### src/rtl/uart_rx_fifo_if.sv
// Bus bundle between the UART byte FIFO and its producer/consumer.
//   master : drives wr_valid/wr_data/wr_frame_err (receiver side),
//            rd_ready and clr_overrun (consumer side); observes status.
//   slave  : the FIFO; drives rd_valid/rd_data/rd_frame_err, count,
//            full, empty, overrun.
interface uart_rx_fifo_if #(
  parameter int unsigned DATA_WIDTH = 8,
  parameter int unsigned DEPTH      = 16
);
  localparam int unsigned AW = $clog2(DEPTH);

  logic                  wr_valid;
  logic [DATA_WIDTH-1:0] wr_data;
  logic                  wr_frame_err;
  logic                  rd_valid;
  logic                  rd_ready;
  logic [DATA_WIDTH-1:0] rd_data;
  logic                  rd_frame_err;
  logic [AW:0]           count;
  logic                  full;
  logic                  empty;
  logic                  overrun;
  logic                  clr_overrun;

  modport master (
    output wr_valid, wr_data, wr_frame_err, rd_ready, clr_overrun,
    input  rd_valid, rd_data, rd_frame_err, count, full, empty, overrun
  );

  modport slave (
    input  wr_valid, wr_data, wr_frame_err, rd_ready, clr_overrun,
    output rd_valid, rd_data, rd_frame_err, count, full, empty, overrun
  );
endinterface

### src/rtl/uart_rx_fifo.sv
// Byte FIFO between a non-stallable UART receiver and a valid/ready consumer.
// Each entry carries the byte plus its framing-error bit; writes arriving
// while full (and not simultaneously popped) are dropped and latch a sticky
// overrun flag.
// Ports:
//   clk  - rising-edge clock
//   rst  - asynchronous active-high reset
//   bus  - uart_rx_fifo_if.slave (write pulse, read handshake, status)
module uart_rx_fifo #(
  parameter int unsigned DATA_WIDTH = 8,
  parameter int unsigned DEPTH      = 16
) (
  input  logic            clk,
  input  logic            rst,
  uart_rx_fifo_if.slave   bus
);
  localparam int unsigned AW = $clog2(DEPTH);
  localparam int unsigned CW = AW + 1;
  localparam int unsigned EW = DATA_WIDTH + 1;

  logic [EW-1:0] mem_q [DEPTH];
  logic [AW-1:0] wr_ptr_q, wr_ptr_d;
  logic [AW-1:0] rd_ptr_q, rd_ptr_d;
  logic [CW-1:0] count_q, count_d;
  logic          overrun_q, overrun_d;

  logic full_c, empty_c, push_c, pop_c, drop_c;

  // Status decoded from registered count only.
  assign full_c  = (count_q == CW'(DEPTH));
  assign empty_c = (count_q == CW'(0));

  // A pop frees a slot in the same cycle, so a full FIFO can still accept.
  assign pop_c  = ~empty_c & bus.rd_ready;
  assign push_c = bus.wr_valid & (~full_c | pop_c);
  assign drop_c = bus.wr_valid & ~push_c;

  // Next-state computation.
  always_comb begin
    wr_ptr_d  = wr_ptr_q;
    rd_ptr_d  = rd_ptr_q;
    count_d   = count_q;
    overrun_d = overrun_q;
    if (push_c) wr_ptr_d = wr_ptr_q + AW'(1);
    if (pop_c)  rd_ptr_d = rd_ptr_q + AW'(1);
    if (push_c && !pop_c)      count_d = count_q + CW'(1);
    else if (pop_c && !push_c) count_d = count_q - CW'(1);
    // A drop in the same cycle wins over the clear request.
    if (drop_c)               overrun_d = 1'b1;
    else if (bus.clr_overrun) overrun_d = 1'b0;
  end

  // Control state.
  always_ff @(posedge clk or posedge rst) begin
    if (rst) begin
      wr_ptr_q  <= '0;
      rd_ptr_q  <= '0;
      count_q   <= '0;
      overrun_q <= 1'b0;
    end else begin
      wr_ptr_q  <= wr_ptr_d;
      rd_ptr_q  <= rd_ptr_d;
      count_q   <= count_d;
      overrun_q <= overrun_d;
    end
  end

  // Storage array; contents are unreachable after reset, so no reset here.
  always_ff @(posedge clk) begin
    if (push_c) mem_q[wr_ptr_q] <= {bus.wr_frame_err, bus.wr_data};
  end

  assign {bus.rd_frame_err, bus.rd_data} = mem_q[rd_ptr_q];
  assign bus.rd_valid = ~empty_c;
  assign bus.count    = count_q;
  assign bus.full     = full_c;
  assign bus.empty    = empty_c;
  assign bus.overrun  = overrun_q;
endmodule

### src/flat_wrapper.sv
// flat-port wrapper written by rule: the top's interface ports become plain ports
module uart_rx_fifo_flat 
#(
  parameter int unsigned DATA_WIDTH = 8,
  parameter int unsigned DEPTH      = 16
)
  (clk, rst, bus_wr_valid, bus_wr_data, bus_wr_frame_err, bus_rd_ready, bus_clr_overrun, bus_rd_valid, bus_rd_data, bus_rd_frame_err, bus_count, bus_full, bus_empty, bus_overrun);
  uart_rx_fifo_if #(.DATA_WIDTH(DATA_WIDTH), .DEPTH(DEPTH)) bus_i ();
  input  logic clk;
  input  logic rst;
  input wire logic [$bits(bus_i.wr_valid)-1:0] bus_wr_valid;
  input wire logic [$bits(bus_i.wr_data)-1:0] bus_wr_data;
  input wire logic [$bits(bus_i.wr_frame_err)-1:0] bus_wr_frame_err;
  input wire logic [$bits(bus_i.rd_ready)-1:0] bus_rd_ready;
  input wire logic [$bits(bus_i.clr_overrun)-1:0] bus_clr_overrun;
  output wire logic [$bits(bus_i.rd_valid)-1:0] bus_rd_valid;
  output wire logic [$bits(bus_i.rd_data)-1:0] bus_rd_data;
  output wire logic [$bits(bus_i.rd_frame_err)-1:0] bus_rd_frame_err;
  output wire logic [$bits(bus_i.count)-1:0] bus_count;
  output wire logic [$bits(bus_i.full)-1:0] bus_full;
  output wire logic [$bits(bus_i.empty)-1:0] bus_empty;
  output wire logic [$bits(bus_i.overrun)-1:0] bus_overrun;
  assign bus_i.wr_valid = bus_wr_valid;
  assign bus_i.wr_data = bus_wr_data;
  assign bus_i.wr_frame_err = bus_wr_frame_err;
  assign bus_i.rd_ready = bus_rd_ready;
  assign bus_i.clr_overrun = bus_clr_overrun;
  assign bus_rd_valid = bus_i.rd_valid;
  assign bus_rd_data = bus_i.rd_data;
  assign bus_rd_frame_err = bus_i.rd_frame_err;
  assign bus_count = bus_i.count;
  assign bus_full = bus_i.full;
  assign bus_empty = bus_i.empty;
  assign bus_overrun = bus_i.overrun;
  uart_rx_fifo #(.DATA_WIDTH(DATA_WIDTH), .DEPTH(DEPTH)) u_core (.clk(clk), .rst(rst), .bus(bus_i));
endmodule
### config.mk
export PLATFORM = sky130hd
export DESIGN_NAME = uart_rx_fifo_flat
export DESIGN_NICKNAME = d
export VERILOG_FILES = /design/src/rtl/uart_rx_fifo_if.sv /design/src/rtl/uart_rx_fifo.sv /design/src/flat_wrapper.sv
export SDC_FILE = /design/constraint.sdc
export NUM_CORES = 1
export LEC_CHECK = 0
export ABC_AREA = 1
export BUFFER_PORTS_ARGS = -buffer_cell sky130_fd_sc_hd__buf_4
export CAP_MARGIN = 20
export CORE_ASPECT_RATIO = 0.8
export CORE_MARGIN = 3
export CORE_UTILIZATION = 40
export DETAILED_ROUTE_END_ITERATION = 8
export HOLD_SLACK_MARGIN = 0.05
export PLACE_DENSITY = 0.57
export SLEW_MARGIN = 20
export SYNTH_ARGS = -nofsm -noshare
export SYNTH_HDL_FRONTEND = slang
export SYNTH_SLANG_ARGS = --single-unit
### constraint.sdc
create_clock -name clk -period 2.4 [get_ports clk]
set_clock_uncertainty 0.15 [all_clocks]
set_input_delay 0 -clock clk [delete_from_list [all_inputs] [get_ports clk]]
set_output_delay 0 -clock clk [all_outputs]
set_load 0.005 [all_outputs]
=== Word level (Yosys, flattened, before mapping) ===
Memories as Yosys holds them, arrays and structs flattened.
Index checks and enable logic that the tools add are counted.

* Register bits: 14
* RAM bits: 144
* Input port bits: 14
* Word-level logic and storage cells: 30
* Memories kept: 1

* Add/subtract/negate cells: 4
* Equal/unequal tests: 1
* Multiplexer cells: 6
* Bitwise gates (word level): 7
* Reductions and logical operators: 7

{| class="wikitable"
|+ Memories
! memory !! words !! width !! read ports !! clocked after Yosys merged registers in !! write ports !! line !! text
|-
| u_core.mem_q || 16 || 9 || 1 || 0 || 1 || uart_rx_fifo.sv:21 || <nowiki>logic [EW-1:0] mem_q [DEPTH];</nowiki>
|}

{| class="wikitable"
|+ Operators by type and width
! operator !! count
|-
| $mux W5 || 2
|-
| $add A4 B1 Y4 const B || 2
|-
| $add A5 B1 Y5 const B || 1
|-
| $eq A5 B5 Y1 const B || 1
|-
| $logic_not A5 Y1 || 1
|-
| $sub A5 B1 Y5 const B || 1
|-
| $mux W1 || 4
|-
| $reduce_bool A2 Y1 || 2
|-
| $and A1 B1 Y1 || 3
|-
| $not A1 Y1 || 3
|-
| $logic_and A1 B1 Y1 || 2
|-
| $logic_not A1 Y1 || 2
|-
| $or A1 B1 Y1 || 1
|}

=== Logic depth before layout (Yosys ltp) ===
* Word-level depth: 9
* Depth in mapped cells: 13
* Mapped depth without buffers: 13

=== Worst setup path after synthesis ===
OpenSTA, ideal clock, no wires.

* Kind: register to register
* Start point: register u_core.count_q[2] (netlist: u_core.bus.count[2])
* End point: register u_core.count_q[4] (netlist: u_core.bus.count[4])
* Arrival time: 1.896 ns
* Required time: 2.133 ns
* Path slack: 0.238 ns
* Cell stages (with the launch flop): 14
* Buffers on the path: 0
* Period minus slack after synthesis: 2.162 ns
* Cells stage by stage: dfrtp_1 -> nor2_1 -> nand4_1 -> nand2_2 -> inv_1 -> ha_1 -> inv_1 -> ha_1 -> a21oi_1 -> nand2_1 -> o21ai_0 -> nand2_1 -> nand2_1 -> nand2_1

* Cells in the longest elaborated chain, start to end: 8

{| class="wikitable"
|+ Ends and longest elaborated chain
! element !! line !! text
|-
| start, declared || uart_rx_fifo.sv:24 || <nowiki>logic [CW-1:0] count_q, count_d;</nowiki>
|-
| start signal, assigned || uart_rx_fifo.sv:63 || <nowiki>count_q <= count_d;</nowiki>
|-
| $logic_not A5 Y1 || uart_rx_fifo.sv:31 || <nowiki>assign empty_c = (count_q == CW'(0));</nowiki>
|-
| $not A1 Y1 || uart_rx_fifo.sv:34 || <nowiki>assign pop_c = ~empty_c & bus.rd_ready;</nowiki>
|-
| $and A1 B1 Y1 || uart_rx_fifo.sv:34 ||
|-
| $or A1 B1 Y1 * || uart_rx_fifo.sv:35 || <nowiki>assign push_c = bus.wr_valid & (~full_c | pop_c);</nowiki>
|-
| $and A1 B1 Y1 * || uart_rx_fifo.sv:35 ||
|-
| named net u_core.push_c || uart_rx_fifo.sv:27 || <nowiki>logic full_c, empty_c, push_c, pop_c, drop_c;</nowiki>
|-
| $logic_not A1 Y1 || uart_rx_fifo.sv:47 || <nowiki>else if (pop_c && !push_c) count_d = count_q - CW'(1);</nowiki>
|-
| $logic_and A1 B1 Y1 || uart_rx_fifo.sv:47 ||
|-
| $reduce_bool A2 Y1 (no line) || -- ||
|}

The timed path passes the listed nets; every way through them passes the cells marked *. The select of a mux whose other input is x is not followed.
A chain may end at the register's enable or synchronous reset.

=== Worst setup path after layout ===
* Start point: register u_core.rd_ptr_q[2]
* End point: output bus_rd_data[4]

* Cells in the longest elaborated chain, start to end: 1

{| class="wikitable"
|+ Ends and longest elaborated chain
! element !! line !! text
|-
| start, declared || uart_rx_fifo.sv:23 || <nowiki>logic [AW-1:0] rd_ptr_q, rd_ptr_d;</nowiki>
|-
| start signal, assigned || uart_rx_fifo.sv:62 || <nowiki>rd_ptr_q <= rd_ptr_d;</nowiki>
|-
| $mem_v2 Z16 W9 || -- ||
|-
| end, declared || flat_wrapper.sv:17 || <nowiki>output wire logic [$bits(bus_i.rd_data)-1:0] bus_rd_data;</nowiki>
|}

No other way between the ends.

==> results.md <==
- RSZ-0062 raised after global routing: no
- Drt drc: 0
- Initial drt markers: between 300 and 400
- Die height: ~130 um
- Most frequent cells in the layout: nand2_1, edfxtp_1, inv_1
- TritonRoute pass-1 iters: 5
- Tot Pwr: approximately 9.6 mW
- CP Launch Type: flip-flop
- CP max-delay cell: clkinv_1
- Slowest cell delay on critical path: ~550 ps
- Seq/Total Area, Yosys: 0.6546
- Synth area leader: edfxtp_1
- Post-synthesis cell area: a little over 7000 um2
- Die Wd: around 160 um
- CP Max Fanout: 19
- Max-cap violations: 0
- Mapped Cells: between 700 and 800
- Fin Setup TNS: 0 ps
- Vias per Instance: a little under 5
- CP arrival: ~2100 ps
- Power Density: 1147 nW/um2
- Worst VDD drop: between 0.6 and 0.7 mV
- Register area: around 4700 um2
- Fill cells: 1615
- First-pass GRT wire length: ~26 mm
- Placed insts: between 900 and 1000
- # rows: 43
- Io pins: 32
- WL final: about 16 mm
- Post-synth cell types: 22
- Clock Tree Root: clkbuf_16
- Commonest non-fill, non-tap cell in the layout: nand2_1
- CP Capture Type: primary output
- Core ar.: about 17000 um2
- Yosys reg bits: roughly 160
- Cell Count, Final, Fillers Out: 1000
- Ys Warns: 0
- CP most frequent cell: nand3_1
- Clock Latency Late Sink: about 420 ps
- Yosys top cell area share: 0.6056
- Slew HR: 0.5420
- DRT antenna net count: 0
- Final worst-path cycle share: 0.9212
- Routed via count: 4813
- Largest net degree at the start of global routing: 58
- Status: finished, final reports clean
- CTS Sinks: between 150 and 200
- Leakage: 3.660 nW
- Share of layout cells above drive strength 1: 0.1174
- GRT Residual Overflow: 0
- Initial core utilization: 0.4096
- Final Hold Violating Endpoints: 0
- Clk slew on worst S/H paths: roughly 60 ps
- Die ar.: around 20000 um2
- Vias in the first global route: 4648
- Max-slew violation count: 0
- Setup violators final: 0
- HP Class: in2async
- Tmin final: approximately 2200 ps
- Diodes inserted: 0
- Routability cong.: 0.7536
- Syn Nets: 728
- All-layer global routing usage: 0.1726
- CTS tree: done
- Avg Cell Area, Syn: between 10 and 15 um2
- DP HPWL: around 9.8 mm
- Fmax: ~450 MHz
- Port Buffers: 31
- Maximum buffer depth of the clock tree: 2
- Cts bufs inserted: 17
- Nets@finish: 788
- Worst-margin pin slew: 682.8 ps
- Critical path class: reg2out
- Worst EP required: 2250 ps
- Multi-input logic area: about 1800 um2
- Crit-path cells: clkinv_1, nand3_1, nand3_1, nand2_1, buf_4
- Wire length per cell: about 16 um
- Initial antenna violation count: 0
- Largest cells by area after synthesis: edfxtp_1, nand2_1, nand3_1, inv_1, dfrtp_1
- Area Growth Syn to Fin: 17.05%
- CTS H-tree depth: 4
through the flow:
stage               hold WS [ps]    util  setup WS (ps)  cell area [um2]
floorplan                 -260.8       -          237.8             7141
finish                     54.65  0.4795          189.0             8358
detailed placement        -26.93  0.4381          58.77             7637
global placement          -36.58  0.4381          134.4             7637
global route               126.9  0.4795          19.12             8358
CTS                        73.37  0.4783          47.69             8338
registers in the layout, indices dropped and copies added (netlist names):
| register | cells |
|---|---|
| u_core.bus.count | 5 |
| u_core.bus.overrun | 1 |
| u_core.mem_q | 144 |
| u_core.rd_ptr_q | 4 |
| u_core.wr_ptr_q | 4 |
logic make-up (layout without fill, tap and decap cells):
| group | after synthesis | after routing | share of synthesized area |
|---|---|---|---|
| adders and majority gates | 10 | 10 | 0.01857 |
| buffers and inverters | 158 | 229 | 0.09672 |
| DFF | 158 | 158 | 0.6546 |
| AOI/OAI and AO/OA | 10 | 10 | 0.007009 |
| xor gates and xnor gates | 6 | 6 | 0.007359 |
| and+or+nand+nor | 362 | 362 | 0.2157 |
cell type report:
| class | instances | area share |
|---|---|---|
| Clock inverter | 9 | 0.01437 |
| Inverter | 129 | 0.05793 |
| Multi-Input combinational cell | 388 | 0.2144 |
| Sequential cell | 158 | 0.5594 |
| Clock buffer | 21 | 0.05269 |
| Tap cell | 225 | 0.03368 |
| Timing Repair Buffer | 70 | 0.06751 |
worst max-delay path: cells and delay by family (launching register included):
kind          cells  cell delay, ps
simple gates      3             610
buf+inv           2             670
flops             1             350
per-layer routing:
layer	routed length (um)	share of wire	global-route usage
met1	7735	0.49	0.2452
met3	736	0.046	0.04394
met4	263	0.016	0.05713
met5	0	0	0
met2	7205	0.45	0.2606
Yosys cell counts:
cell and count:
dfrtp_1 14, buf_6 9, nand3_1 116, nand2_1 217
a21oi_1 4, nand4_1 1, o21ai_0 6, xnor2_1 2
nor2_2 1, fa_1 1, clkinv_1 1, inv_1 125
nor2_1 8, nor3_1 16, buf_4 2, xor2_1 4
inv_2 3, nand3_2 1, ha_1 9, buf_2 18
edfxtp_1 144, nand2_2 2
worst paths after layout:
kind / slack, ps / to / start / cells after the start
setup / recovery: 190 / bus_rd_data[4] / u_core.rd_ptr_q[2] / 5
hold / removal: 50 / u_core.rd_ptr_q[2] / rst / 3
setup reg to reg: 200 / u_core.bus.count[4] / u_core.bus.count[2] / 12
hold reg to reg: 390 / u_core.wr_ptr_q[3] / u_core.wr_ptr_q[3] / 2
max in group asynchronous: 1620 / u_core.rd_ptr_q[0] / rst / 3
min in group clk: 310 / u_core.mem_q[5][7] / bus_wr_data[7] / 2
power by group:
part | total, mW | internal (mW) | switching (mW)
logic | 3.42 | 1.20 | 2.22
registers | 3.55 | 3.35 | 0.201
clock network | 2.62 | 1.61 | 1.01
repair_timing:
item / 4_1_cts / 5_1_grt
resized for setup: 0 / 6
endpoints found under the hold margin: 168 / 0
endpoints found under the setup margin: 0 / 8
buffers inserted: 0 / 0
hold buffers: 14 / 0
No activity file was read; power rests on OpenSTA's default activity.
